--- config.mk ---
export PLATFORM = sky130hd
export DESIGN_NAME = magnitude_comparator_seq_flat
export DESIGN_NICKNAME = d
export VERILOG_FILES = /design/src/rtl/magnitude_comparator_seq_pkg.sv /design/src/rtl/magnitude_comparator_seq_if.sv /design/src/rtl/magnitude_comparator_seq_digit_compare.sv /design/src/rtl/magnitude_comparator_seq.sv /design/src/flat_wrapper.sv
export SDC_FILE = /design/constraint.sdc
export NUM_CORES = 1
export LEC_CHECK = 0
export ABC_AREA = 0
export BUFFER_PORTS_ARGS = -buffer_cell sky130_fd_sc_hd__buf_2
export CAP_MARGIN = 20
export CORE_MARGIN = 5
export CORE_UTILIZATION = 54
export DETAILED_ROUTE_END_ITERATION = 16
export GPL_TIMING_DRIVEN = 0
export PLACE_DENSITY_LB_ADDON = 0.3
export SETUP_SLACK_MARGIN = 0.2
export SLEW_MARGIN = 40
export SYNTH_ARGS = -nofsm -noshare
export SYNTH_HDL_FRONTEND = slang
export SYNTH_SLANG_ARGS = --single-unit
--- constraint.sdc ---
create_clock -name clk -period 4.4 [get_ports clk]
set_input_delay 0.22 -clock clk [delete_from_list [all_inputs] [get_ports clk]]
set_output_delay 0.22 -clock clk [all_outputs]
set_load 0.05 [all_outputs]
--- src/rtl/magnitude_comparator_seq_pkg.sv ---
// magnitude_comparator_seq_pkg: FSM state encoding and index-width helper shared by comparator variants
package magnitude_comparator_seq_pkg;

    typedef enum logic {ST_IDLE, ST_SCAN} state_t;

    // Index counter width for n digits, never narrower than one bit.
    function automatic int idx_width(input int n);
        return (n > 1) ? $clog2(n) : 1;
    endfunction

endpackage

--- src/rtl/magnitude_comparator_seq_if.sv ---
// magnitude_comparator_seq_if: start/operand request and result flags of the serial comparator
interface magnitude_comparator_seq_if #(parameter int WIDTH = 8);

    logic             start;
    logic             signed_mode;
    logic [WIDTH-1:0] a;
    logic [WIDTH-1:0] b;
    logic             busy;
    logic             done;
    logic             a_gt_b;
    logic             a_lt_b;
    logic             a_eq_b;

    modport master (
        output start, signed_mode, a, b,
        input  busy, done, a_gt_b, a_lt_b, a_eq_b
    );

    modport slave (
        input  start, signed_mode, a, b,
        output busy, done, a_gt_b, a_lt_b, a_eq_b
    );

endinterface

--- src/rtl/magnitude_comparator_seq_digit_compare.sv ---
// digit_compare: unsigned compare of one digit pair; equality is implied when neither flag is set
module digit_compare #(parameter int DIGIT = 2) (
    input  logic [DIGIT-1:0] a_i,
    input  logic [DIGIT-1:0] b_i,
    output logic             gt_o,
    output logic             lt_o
);

    assign gt_o = a_i > b_i;
    assign lt_o = a_i < b_i;

endmodule

--- src/rtl/magnitude_comparator_seq.sv ---
// magnitude_comparator_seq: digit-serial MSB-first magnitude comparator with early exit and signed mode
module magnitude_comparator_seq
    import magnitude_comparator_seq_pkg::*;
#(
    parameter int WIDTH = 8,
    parameter int DIGIT = 2
) (
    input  logic                       clk,
    input  logic                       reset,
    magnitude_comparator_seq_if.slave  bus
);

    localparam int ND = WIDTH / DIGIT;
    localparam int IW = idx_width(ND);
    localparam int BW = (WIDTH > 1) ? $clog2(WIDTH) : 1;

    state_t           state_q;
    logic [IW-1:0]    idx_q;
    logic [WIDTH-1:0] a_q;
    logic [WIDTH-1:0] b_q;
    logic             busy_q;
    logic             done_q;
    logic             gt_q;
    logic             lt_q;
    logic             eq_q;
    logic [BW-1:0]    base;
    logic             gt;
    logic             lt;
    logic             last;

    assign base = BW'(WIDTH - DIGIT - DIGIT * int'(idx_q));
    assign last = idx_q == IW'(ND - 1);

    digit_compare #(.DIGIT(DIGIT)) u_digit_compare (
        .a_i  (a_q[base +: DIGIT]),
        .b_i  (b_q[base +: DIGIT]),
        .gt_o (gt),
        .lt_o (lt)
    );

    always_ff @(posedge clk) begin
        if (reset) begin
            state_q <= ST_IDLE;
            idx_q   <= '0;
            busy_q  <= 1'b0;
            done_q  <= 1'b0;
            gt_q    <= 1'b0;
            lt_q    <= 1'b0;
            eq_q    <= 1'b0;
        end else begin
            done_q <= 1'b0;
            if (state_q == ST_IDLE) begin
                if (bus.start) begin
                    // Flipping the sign bits maps two's-complement order onto unsigned order.
                    a_q     <= {bus.a[WIDTH-1] ^ bus.signed_mode, bus.a[WIDTH-2:0]};
                    b_q     <= {bus.b[WIDTH-1] ^ bus.signed_mode, bus.b[WIDTH-2:0]};
                    idx_q   <= '0;
                    gt_q    <= 1'b0;
                    lt_q    <= 1'b0;
                    eq_q    <= 1'b0;
                    busy_q  <= 1'b1;
                    state_q <= ST_SCAN;
                end
            end else if (gt || lt || last) begin
                gt_q    <= gt;
                lt_q    <= lt;
                eq_q    <= !(gt || lt);
                done_q  <= 1'b1;
                busy_q  <= 1'b0;
                state_q <= ST_IDLE;
            end else begin
                idx_q <= idx_q + 1'b1;
            end
        end
    end

    assign bus.busy   = busy_q;
    assign bus.done   = done_q;
    assign bus.a_gt_b = gt_q;
    assign bus.a_lt_b = lt_q;
    assign bus.a_eq_b = eq_q;

endmodule

--- src/flat_wrapper.sv ---
// flat-port wrapper written by rule: the top's interface ports become plain ports
module magnitude_comparator_seq_flat import magnitude_comparator_seq_pkg::*;
#(
    parameter int WIDTH = 8,
    parameter int DIGIT = 2
)
  (clk, reset, bus_start, bus_signed_mode, bus_a, bus_b, bus_busy, bus_done, bus_a_gt_b, bus_a_lt_b, bus_a_eq_b);
  magnitude_comparator_seq_if #(.WIDTH(WIDTH)) bus_i ();
  input  logic clk;
  input  logic reset;
  input wire logic [$bits(bus_i.start)-1:0] bus_start;
  input wire logic [$bits(bus_i.signed_mode)-1:0] bus_signed_mode;
  input wire logic [$bits(bus_i.a)-1:0] bus_a;
  input wire logic [$bits(bus_i.b)-1:0] bus_b;
  output wire logic [$bits(bus_i.busy)-1:0] bus_busy;
  output wire logic [$bits(bus_i.done)-1:0] bus_done;
  output wire logic [$bits(bus_i.a_gt_b)-1:0] bus_a_gt_b;
  output wire logic [$bits(bus_i.a_lt_b)-1:0] bus_a_lt_b;
  output wire logic [$bits(bus_i.a_eq_b)-1:0] bus_a_eq_b;
  assign bus_i.start = bus_start;
  assign bus_i.signed_mode = bus_signed_mode;
  assign bus_i.a = bus_a;
  assign bus_i.b = bus_b;
  assign bus_busy = bus_i.busy;
  assign bus_done = bus_i.done;
  assign bus_a_gt_b = bus_i.a_gt_b;
  assign bus_a_lt_b = bus_i.a_lt_b;
  assign bus_a_eq_b = bus_i.a_eq_b;
  magnitude_comparator_seq #(.WIDTH(WIDTH), .DIGIT(DIGIT)) u_core (.clk(clk), .reset(reset), .bus(bus_i));
endmodule
# --- After elaboration in Yosys (flattened, before gate mapping) ---
# Cells that the tools add are included.
# Widths: inputs -> output; s select.
totals:
  ff_bits: 24
  latchBits: 0
  mem_bits_rw: 0
  mem_bits_ro: 0
  inputBits: 20
  word_cells: 47
  n_memories: 0
op_classes:
  addsub: 2
  multipliers: 0
  div_mod_pow: 0
  order_cmp: 2
  n_eq_ne: 3
  n_shift: 2
  mux: 17
  bitwise: 4
  n_reduce_logical: 8
ops:
  columns: ["cell", "n"]
  rows:
  - ["$shiftx 8x4->2", 2]
  - ["$mux 1", 14]
  - ["$mux 2", 3]
  - ["$ne 2x2->1 const B", 2]
  - ["$reduce_and 2->1", 2]
  - ["$reduce_and 3->1", 1]
  - ["$sub 3x3->3 const A", 1]
  - ["$add 2x1->2 const B", 1]
  - ["$eq 2x2->1 const B", 1]
  - ["$gt 2x2->1", 1]
  - ["$logic_or 1x1->1", 2]
  - ["$lt 2x2->1", 1]
  - ["$not 1->1", 2]
  - ["$reduce_bool 2->1", 1]
  - ["$reduce_or 2->1", 1]
  - ["$xor 1x1->1", 2]
  - ["$logic_not 1->1", 1]

# --- Longest topological paths before layout ---
depth:
  word_depth: 7
  ltp_mapped: 8
  mapped_depth_nobuf: 7

# --- Cells and area by module ---
# Synthesis repeated with hierarchy kept, for this count alone.
hier_totals:
  cells_unflattened: 66
  area_unflattened_um2: 994.7
modules_own_cells:
  columns: ["mod", "n_inst", "cells_per_inst", "area_each_um2", "seq_area_each_um2"]
  rows:
  - ["magnitude_comparator_seq", 1, 59, 929.6, 640.6]
  - ["digit_compare", 1, 7, 65.1, 0.0]

# --- Worst setup path before layout ---
# No wires, ideal clock.
synth_timing:
  path_type: "register to register"
  start: "register u_core.idx_q[0]"
  end: "register u_core.idx_q[0]"
  t_arrival_ns: 1.915
  required_ns: 4.270
  setup_slack_ns: 2.355
  path_stages_with_launch: 8
  path_buffers: 1
  period_less_slack_ns: 2.045
  path_cell_list: "dfxtp_1 > buf_2 > mux4_2 > ha_1 > nand2_1 > nor4b_4 > nand3b_1 > a21oi_1"
synth_between:
  elab_chain_cells: 7
  elab_cells_between_ends: 13
synth_rtl:
  columns: ["element", "line", "rtl"]
  rows:
  - ["start: declaration", "magnitude_comparator_seq.sv:18", "logic [IW-1:0] idx_q;"]
  - ["start signal: assignment", "magnitude_comparator_seq.sv:72", "idx_q <= idx_q + 1'b1;"]
  - ["$sub 3x3->3", "magnitude_comparator_seq.sv:31", "assign base = BW'(WIDTH - DIGIT - DIGIT * int'(idx_q));"]
  - ["$shiftx 8x4->2, on equally long branches", "magnitude_comparator_seq.sv:35, magnitude_comparator_seq.sv:36", null]
  - ["$gt 2x2->1 or $lt 2x2->1 (tied branches)", "magnitude_comparator_seq_digit_compare.sv:9, magnitude_comparator_seq_digit_compare.sv:10", null]
  - ["$logic_or 1x1->1 (2 in a row)", "magnitude_comparator_seq.sv:64", "end else if (gt || lt || last) begin"]
  - ["$ne 2x2->1 (no line)", null, null]
  - ["$reduce_and 2->1 (no line)", null, null]
# Parallel ways exist; a longest one is shown, timed or not. The select of a mux whose other input is x is not followed.
# A chain may end at the register's enable or synchronous reset.

# --- Worst setup path after layout ---
# Ends and elaborated chain as after synthesis.

==> results.rst <==
.. list-table::
   :header-rows: 1

   * - Metric
     - Value
   * - Outcome
     - finished, final reports clean
   * - Post-synthesis net count
     - 89
   * - Worst-path clk slew
     - 130 ps
   * - Post-Syn Instances
     - 66
   * - Cell area after synthesis
     - 986 um^2
   * - Via count normalized by instance count
     - 5.03
   * - Via count of the first global-routing pass
     - ~600
   * - Number of cells traversed by the worst hold path
     - 1
   * - Setup repair after global routing missed its margin
     - false
   * - Share of synthesized flip-flops with an asynchronous set or reset
     - 0
   * - Cell taking the most area after synthesis
     - edfxtp_1
   * - Number of synthesis warnings
     - 0
   * - Maximum capacitance violations
     - 0
   * - Power density over cell area
     - 361 nW/um^2
   * - Core area
     - 1730 um^2
   * - Worst hold path type
     - in2reg
   * - Sinks on Clock Net
     - 24
   * - Mux cell area share after synthesis
     - 0.0914
   * - Average wire per standard cell
     - 12.9 um
   * - Maximum fanout along the worst path
     - 6
   * - Vert. Die Dim
     - 52.7 um
   * - Total detailed-routing wirelength
     - 1.52 mm
   * - Pin count of the biggest net entering global routing
     - 17
   * - CP startpoint kind
     - flip-flop
   * - Register bit total from synthesis
     - 24
   * - First-pass GRT wire length
     - 2.46 mm
   * - Area Growth Syn to Fin
     - 18.8%
   * - Cell area after placement
     - 1130 um^2
   * - Count of buffers from port buffering
     - 23
   * - Number of buffers inserted during clock tree synthesis
     - 3
   * - Post-synthesis compound-gate area fraction
     - 0.0635
   * - Leading post-synthesis cells by instance count
     - edfxtp_1, dfxtp_1, a21oi_1, nand2_1, mux4_2
   * - Adder-cell share of the synthesized area
     - 0.0381
   * - Portion of the clock cycle consumed by the worst path in the final layout
     - 0.515
   * - Leak Pwr
     - 0.451 nW
   * - Longest Clk Path Bufs
     - 2
   * - Initial detailed-routing violation count
     - 15
   * - Fraction of post-synthesis cell area in the top cell type by area
     - 0.487
   * - CTS tree
     - done
   * - Most frequent cell after synthesis
     - edfxtp_1
   * - R2R Path Start
     - u_core.idx_q[0]
   * - Classification of the worst setup path
     - reg2reg
   * - Number of cell rows
     - 15
   * - Ant. Diodes
     - 0
   * - Filler cell count
     - 135
   * - Xor and xnor area share after synthesis
     - 0.0178
   * - Post-synth cell types
     - 19
   * - Number of I/O pins
     - 25
   * - CP Capture Type
     - flip-flop
   * - Relative max-transition margin
     - 0.491
   * - Simple-gate share of the synthesized area
     - 0.119
   * - Critical path's top delay family
     - simple AND/OR/NAND/NOR gates
   * - Setup Fix Bufs, Post-CTS
     - 0
   * - Hold-critical path endpoint
     - u_core.a_q[1]
   * - Die Width
     - 52.7 um
   * - Worst path bufs/invs
     - 1
   * - Initial Utilization
     - 0.571
   * - Total routing resource utilization after global routing
     - 0.128
   * - Clock network latency to the later pin of the worst-skew pair
     - 310 ps
   * - Clock skew after layout
     - 9.20 ps
   * - Sum of net half-perimeters after detailed placement
     - 1.14 mm
   * - Remaining antenna violation count
     - 0
   * - CP max stage cell
     - mux4_2
   * - Dominant register cell in the synthesized netlist
     - edfxtp_1
   * - Clock Root Buffer
     - clkbuf_4
   * - Number of flops mapped to enable cells by yosys
     - 16
   * - Critical hold path startpoint
     - bus_a[1]
   * - CTS resizes
     - 0
   * - RD Place Congestion
     - ~0.74
   * - CTS HTree Levels
     - 1
   * - Share of final-layout standard cells stronger than drive strength 1
     - 0.387
   * - Via Count
     - 594
   * - Cell breakdown of the critical path
     - buf_2 -> mux4_2 -> ha_1 -> nand2_1 -> nor4b_4 -> nand3b_1 -> a21oi_1
   * - Detailed Routing Iterations Pass 1
     - 4
   * - Worst reg-to-reg path cell count
     - 7
   * - Global route overflow
     - 0
   * - Post-route cell area
     - 1170 um^2
   * - FMAX
     - 441 MHz
   * - Leading post-synthesis cells by cell area
     - edfxtp_1, dfxtp_1, mux4_2, ha_1, a21oi_1
   * - Final setup vio count
     - 0
   * - Share of synthesized area occupied by flip-flops and latches
     - 0.650
   * - Slack of the worst reg-to-reg path
     - about 2100 ps
   * - Remaining routing DRC violations
     - 0
   * - Final net count
     - 117
   * - Overall die area
     - 2780 um^2
   * - Final period demand of the worst path
     - roughly 2300 ps
   * - FF-to-FF End
     - u_core.idx_q[0]
   * - Delay of the slowest cell on the worst path
     - 530 ps
   * - Endpoint arrival time on the critical path
     - 2470 ps
   * - Initial antenna violation count
     - 0
   * - Final number of max-transition violations
     - 0
   * - Required time reported for the critical path endpoint
     - between 4000 and 5000 ps
   * - Fin. Hold Viols
     - 0
   * - Largest family of logic cells by synthesized area
     - simple AND/OR/NAND/NOR gates
   * - Actual transition at the worst max-transition pin
     - 763 ps
   * - Worst supply voltage drop on vdd
     - around 260 uV
   * - Setup Total Neg Slack
     - 0 ps
   * - Total of hold buffers inserted after clock tree synthesis
     - 0
   * - Avg Synthesized Cell Area
     - 14.9 um^2
## logic make-up after synthesis
| family | count (synthesis) |
|---|---|
| xor gates and xnor gates | 2 |
| buffers and inverters | 5 |
| AOI/OAI and AO/OA | 11 |
| DFF | 24 |
| muxes | 4 |
| and+or+nand+nor | 17 |
| adders and majority gates | 3 |
## where the power goes
group	switching (mW)	leakage [nW]	internal, mW
logic	0.0310	0.216	0.0216
registers	0.00442	0.214	0.253
clock network	0.0629	0.0210	0.0505
total	0.0983	0.451	0.325
## worst max path at each step
stage                               start                end  slack [ps]  cells after the start
after global placement    u_core.idx_q[0]    u_core.idx_q[0]        2200                      7
after floorplan           u_core.idx_q[0]    u_core.idx_q[0]        2350                      7
after CTS                 u_core.idx_q[0]    u_core.idx_q[0]        2140                      7
after global routing      u_core.idx_q[0]  u_core.bus.a_lt_b        1980                      7
final                     u_core.idx_q[0]    u_core.idx_q[0]        2130                      7
after detailed placement  u_core.idx_q[0]    u_core.idx_q[0]        2160                      7
## worst register-to-register path, cell delays in order (launching register included)
cell	delay [ps]
dfxtp_1	350
buf_2	210
mux4_2	530
ha_1	310
nand2_1	150
nor4b_4	390
nand3b_1	170
a21oi_1	60
## cell usage in the layout (no fill, tap or decap)
cell type / instances
edfxtp_1: 16
dfxtp_1: 8
xor2_1: 2
ha_1: 3
nand2_1: 5
nand3b_1: 3
clkbuf_8: 1
nor3b_1: 2
inv_1: 3
clkbuf_4: 3
nor2_1: 2
buf_1: 1
nor2_2: 1
nor2b_4: 1
o31ai_2: 1
o21ai_1: 2
mux4_2: 4
o21ai_0: 1
buf_2: 24
a21oi_1: 7
nand2b_1: 2
nor4b_4: 1
## final cells by class
| cell class | count | area (um^2) | share of cell area |
|---|---|---|---|
| multi-input cells | 37 | 328 | 0.280 |
| plain buffers | 2 | 8.76 | 0.00748 |
| well taps | 25 | 31.3 | 0.0267 |
| repair buffers | 23 | 115 | 0.0983 |
| inverters | 3 | 11.3 | 0.00962 |
| clock buffers | 4 | 36.3 | 0.0310 |
| flip-flops and latches | 24 | 641 | 0.547 |
## per-layer routing
layer	GRT usage	share of wire	up-vias
met5	0	0	-
met4	0.0766	0.011	0
met3	0.0342	0.062	2
met2	0.215	0.51	16
met1	0.144	0.42	278
li1	-	-	298
## sequential cells by signal, summed over array words and instances, names as in the netlist
signal             flops
u_core.bus.a_lt_b      1
u_core.b_q             8
u_core.state_q         1
u_core.idx_q           2
u_core.bus.a_eq_b      1
u_core.a_q             8
u_core.bus.done        1
u_core.bus.a_gt_b      1
u_core.bus.busy        1
## through the flow
| stage | power, mW | util | instances | hold slack (ps) | setup slack, ps |
|---|---|---|---|---|---|
| after detailed placement | 0.315 | 0.657 | 114 | 398 | 2160 |
| after global routing | 0.440 | 0.678 | 118 | 59.7 | 1980 |
| final | 0.423 | 0.678 | 118 | 72.7 | 2130 |
| after floorplan | 0.298 | - | 66 | 319 | 2350 |
| after global placement | 0.312 | 0.656 | 114 | 396 | 2200 |
| after CTS | 0.427 | 0.678 | 118 | 66.4 | 2140 |
No activity file was read; power rests on OpenSTA's default activity.
